<file path="config.mk">
export PLATFORM = sky130hd
export DESIGN_NAME = serial_subtractor
export DESIGN_NICKNAME = d
export VERILOG_FILES = /design/src/rtl/serial_subtractor.sv
export SDC_FILE = /design/constraint.sdc
export NUM_CORES = 1
export LEC_CHECK = 0
export ABC_AREA = 1
export CAP_MARGIN = 30
export CORE_UTILIZATION = 47
export DETAILED_ROUTE_END_ITERATION = 7
export PLACE_DENSITY_LB_ADDON = 0.12
export SETUP_SLACK_MARGIN = 0.02
export SYNTH_ARGS = -nofsm -noshare
export SYNTH_HDL_FRONTEND = slang
export SYNTH_SLANG_ARGS = --single-unit
</file>
<file path="constraint.sdc">
create_clock -name clk -period 1.2 [get_ports clk]
set_input_delay 0.12 -clock clk [delete_from_list [all_inputs] [get_ports clk]]
set_output_delay 0.12 -clock clk [all_outputs]
set_load 0.01 [all_outputs]
</file>
<file path="src/rtl/serial_subtractor.sv">
// Bit-serial full subtractor: one subtractor cell and a borrow flop reused over WIDTH clocks,
// LSB first, producing a registered difference and borrow-out with a one-cycle done pulse.
module serial_subtractor #(
  parameter int WIDTH = 8
) (
  input  logic             clk,
  input  logic             rst_n,
  input  logic             start,
  input  logic [WIDTH-1:0] a,
  input  logic [WIDTH-1:0] b,
  input  logic             bin,
  output logic             busy,
  output logic             done,
  output logic [WIDTH-1:0] diff,
  output logic             bout
);

  localparam int CNT_W = (WIDTH > 1) ? $clog2(WIDTH) : 1;
  localparam logic [CNT_W-1:0] LAST_BIT = CNT_W'(WIDTH - 1);

  typedef enum logic [1:0] {
    IDLE  = 2'd0,
    SHIFT = 2'd1,
    DONE  = 2'd2
  } state_t;

  state_t           state_q;
  logic [WIDTH-1:0] a_sr_q;
  logic [WIDTH-1:0] b_sr_q;
  logic [WIDTH-1:0] res_q;
  logic             br_q;
  logic [CNT_W-1:0] cnt_q;
  logic             busy_q;
  logic             done_q;
  logic [WIDTH-1:0] diff_q;
  logic             bout_q;

  logic             x_bit;
  logic             y_bit;
  logic             d_bit_d;
  logic             br_d;
  logic [WIDTH-1:0] res_d;

  // Full-subtractor cell on the current LSBs and the stored borrow.
  always_comb begin
    x_bit   = a_sr_q[0];
    y_bit   = b_sr_q[0];
    d_bit_d = x_bit ^ y_bit ^ br_q;
    br_d    = (~x_bit & y_bit) | (~(x_bit ^ y_bit) & br_q);
    res_d   = {d_bit_d, res_q[WIDTH-1:1]};
  end

  always_ff @(posedge clk or negedge rst_n) begin
    if (!rst_n) begin
      state_q <= IDLE;
      a_sr_q  <= '0;
      b_sr_q  <= '0;
      res_q   <= '0;
      br_q    <= 1'b0;
      cnt_q   <= '0;
      busy_q  <= 1'b0;
      done_q  <= 1'b0;
      diff_q  <= '0;
      bout_q  <= 1'b0;
    end else begin
      case (state_q)
        IDLE, DONE: begin
          done_q <= 1'b0;
          if (start) begin
            a_sr_q  <= a;
            b_sr_q  <= b;
            res_q   <= '0;
            br_q    <= bin;
            cnt_q   <= '0;
            busy_q  <= 1'b1;
            state_q <= SHIFT;
          end else begin
            state_q <= IDLE;
          end
        end
        SHIFT: begin
          res_q  <= res_d;
          a_sr_q <= a_sr_q >> 1;
          b_sr_q <= b_sr_q >> 1;
          br_q   <= br_d;
          cnt_q  <= cnt_q + 1'b1;
          // Last bit: publish the result; diff/bout otherwise hold across later operations.
          if (cnt_q == LAST_BIT) begin
            diff_q  <= res_d;
            bout_q  <= br_d;
            busy_q  <= 1'b0;
            done_q  <= 1'b1;
            state_q <= DONE;
          end
        end
        default: begin
          busy_q  <= 1'b0;
          done_q  <= 1'b0;
          state_q <= IDLE;
        end
      endcase
    end
  end

  assign busy = busy_q;
  assign done = done_q;
  assign diff = diff_q;
  assign bout = bout_q;

endmodule

</file>
# Yosys cells after proc, flatten, opt, wreduce, memory -nomap -nowiden
# Cells that the tools add are included.
totals:
  input_bits: 20
  ff_bits: 41
  elab_cells: 47
classes:
  add_sub_neg: 1
  reduce_logical: 6
  eq_ne: 5
  n_mux: 18
  bitwise: 7
ops:
  columns: ["cell", "count"]
  rows:
  - ["$pmux 8 s2", 3]
  - ["$mux 8", 3]
  - ["$mux 1", 6]
  - ["$pmux 3 s2", 1]
  - ["$reduce_and 2->1", 3]
  - ["$ne 2x2->1 const B", 2]
  - ["$pmux 1 s2", 2]
  - ["$pmux 2 s2", 1]
  - ["$add 3x1->3 const B", 1]
  - ["$eq 3x3->1 const B", 1]
  - ["$mux 3", 1]
  - ["$and 1x1->1", 2]
  - ["$eq 2x1->1 const B", 1]
  - ["$eq 2x2->1 const B", 1]
  - ["$logic_not 2->1", 1]
  - ["$mux 2", 1]
  - ["$not 1->1", 2]
  - ["$reduce_bool 2->1", 1]
  - ["$reduce_or 2->1", 1]
  - ["$xor 1x1->1", 2]
  - ["$or 1x1->1", 1]

# Depth between registers and ports, before layout
logic_depth:
  ltp_word: 5
  mapped_depth: 8
  ltp_nobuf: 7

# Least setup slack after synthesis
# No wires, ideal clock.
synth_timing:
  path_kind: "register to register"
  from: "register cnt_q[0]"
  to: "register diff_q[7], in the netlist diff[7]"
  t_required_ps: 1135
  setup_time_ps: 65
  n_path_buf: 1
  stages_incl_launch_ff: 7
  arrival_time_ps: 1152
  setup_slack_ps: -17
  period_less_slack_ps: 1217
  path_cell_list: "dfrtp_1 > ha_1 > ha_1 > nand2_4 > buf_6 > nand2_1 > nand2_1"
synth_between:
  elab_chain_cells: 2
synth_rtl:
  columns: ["item", "line_no", "source"]
  rows:
  - ["start, declared", "32", "logic [CNT_W-1:0] cnt_q;"]
  - ["start signal, assigned", "86", "cnt_q <= cnt_q + 1'b1;"]
  - ["$eq 3x3->1", "88", "if (cnt_q == LAST_BIT) begin"]
  - ["$reduce_and 2->1 (no line)", null, null]
  - ["end signal, assigned", "89", "diff_q <= res_d;"]
  - ["end, declared", "35", "logic [WIDTH-1:0] diff_q;"]
# No other way between the ends.
# A chain may end at the register's enable or synchronous reset.

# Worst setup path in the final report
layout_timing:
  from: "register cnt_q[0]"
  to: "register diff_q[4], in the netlist diff[4]"
# Same word-level chain as after synthesis.

==> qor.csv <==
metric,value,unit
syn_avg_cell_area,8.52,sq um
port_buffers,30,
viasPerCell,4.69,
hpwl,2640,microns
cts_buffer_depth,2,
setup_slack,37.2,ps
io_pins,31,
grt_overflow,0,
r2r-start,cnt_q[0],
worst_hold_path_type,primary input to asynchronous set/reset pin,
fin_nets,300,
total_power,7.19,mW
async_flop_share,100,%
fin_skew,4.45,ps
synth_ff_type,dfrtp_1,
fin_crit_sh,96.9,%
endpoint,diff[4],
clock_latency,290,ps
cts_tree,yes,
path_class,flop to flop,
routed_wl,3920,microns
hold_ws,327,ps
setup_violations,0,
fmax,860,MHz
first_pass_iters,4,
core_area,0.00377,sq mm
startpoint,cnt_q[0],
grt_pass1_wl,6210,microns
finalInstanceArea,0.00270,sq mm
synth_area_leaders,"dfrtp_1 (51%), nand2_1 (14%), inv_1 (8.1%), nand3_1 (7.6%), o21ai_2 (3.7%)",
worst_pin_slew,210,ps
gr-usage-all-layers,19.7,%
die_h,65.7,microns
end_kind,flop,
dp_slack,-38.2,ps
vias,1523,
grt_max_degree,40,
clockRootBuffer,clkbuf_8,
h-tree-depth,2,
rows,22,
antenna_found_initial,0,
worstPathArrival,1350,ps
synth_edf_count,0,
startpoint_type,flop,
finalHoldViolations,0,
path_clk_slew,70,ps
max_slew_margin,86.0,%
ys_ff_latch,39,
place_area,0.00238,sq mm
synth_area,0.00191,sq mm
synth_nets,247,
insertedDiodeCount,0,
area_growth,41.4,%
critPathRequiredTime,1380,ps
worst_r2r_endpoint,diff[4],
synth_most_common_cell,nand2_1,
wl_per_cell,12.1,microns
cts_made_buffers,5,
die_area,0.00432,sq mm
synth_warnings,0,
period_needed,1160,ps
synth_top_area_share,51.1,%
layout-drive-gt1-share,26.7,%
drt_iter0_markers,99,
final-max-slew-violation-count,0,
grt_pass1_vias,1420,
ff2ff_setup_slack,40,ps
leakagePower,1.42,nW
synth_common_cells,"nand2_1 (73), inv_1 (41), dfrtp_1 (39)",
synthDistinctLibCells,21,
finalSetupTns,0,ps
run_status,"complete, no violations",
rsz0062_at_grt,true,
die_x,65.7,microns
drc,0,
antenna_left,0,
p_per_area,2670,mW/mm^2
synth.largest_area_cell,dfrtp_1,
yosysSeqAreaShare,51.1,%
synth_cells,224,
clock-sinks,39,
routabilityCongestion,0.739,
rr_worst_depth,5,
max-vdd-ir-drop,1.32,mV
start_util,50.6,%
drv_cap,0,
path_max_fanout,7,
[metrics by stage]
stage | utilization [%] | instances
floorplan | - | 224
global placement | 63.2 | 311
detailed placement | 63.2 | 311
CTS | 66.5 | 320
global route | 71.5 | 325
finish | 71.5 | 325
[routing by layer]
layer	wire length, microns	up-vias	track usage [%]
met3	254	2	5.38
met5	0	-	0
li1	-	790	-
met4	28	0	8.15
met2	1930	40	31.5
met1	1710	691	24.8
[layout by cell type, fill, tap and decap left out, drive strengths merged, types with 6 or more instances in the layout]
cell type       n
nand2          78
inv            44
dfrtp          39
nand3          29
buf            25
o21ai          19
clkdlybuf4s50  18
dlygate4sd2    11
clkbuf          6
[worst min path at each step]
stage / startpoint / end / cells after the start
global route: rst_n / diff[3] / 3
detailed placement: rst_n / diff[2] / 2
global placement: rst_n / diff[1] / 2
finish: rst_n / diff[3] / 3
CTS: rst_n / res_q[1] / 3
floorplan: rst_n / a_sr_q[0] / 0
[what timing repair did]
action                                  in CTS  in global routing
pin swaps                                    3                  9
hold endpoints to repair                    39                  0
setup buffers                                1                  4
hold buffers                                 1                  0
gates resized for setup                     20                 42
gates cloned                                 0                  1
endpoints found under the setup margin      23                 33
[worst max-delay path, cell delays in order (launching register included)]
cell,delay (ps)
dfrtp_1,420
ha_4,180
ha_4,180
nand2_8,90
buf_12,140
o21ai_2,50
[flip-flops by register name (all words and copies together) (netlist names)]
signal / count
res_q: 7
state_q: 1
cnt_q: 3
a_sr_q: 8
b_sr_q: 8
done: 1
diff: 8
br_q: 1
bout: 1
busy: 1
[cell type report]
| class | count | area [sq um] |
|---|---|---|
| well taps | 48 | 60.1 |
| inverters | 44 | 180 |
| clock inverters | 1 | 5.00 |
| repair buffers | 55 | 573 |
| multi-input cells | 132 | 820 |
| clock buffers | 6 | 82.6 |
| fillers | 286 | 1070 |
| flip-flops and latches | 39 | 977 |
[logic make-up (layout without fill, tap and decap cells)]
| group | count (synthesis) | count (layout) | share of synthesized area (%) |
|---|---|---|---|
| compound gates | 20 | 20 | 6.82 |
| buf+inv | 53 | 106 | 13.3 |
| fa+ha+maj | 3 | 3 | 2.36 |
| simple gates | 109 | 109 | 26.4 |
| flops | 39 | 39 | 51.1 |
[power by group]
group	total [mW]	internal, mW	switching, mW
Clock	0.897	0.451	0.446
Combinational	3.94	1.89	2.05
Sequential	2.36	1.95	0.411
No activity file was read; power rests on OpenSTA's default activity.
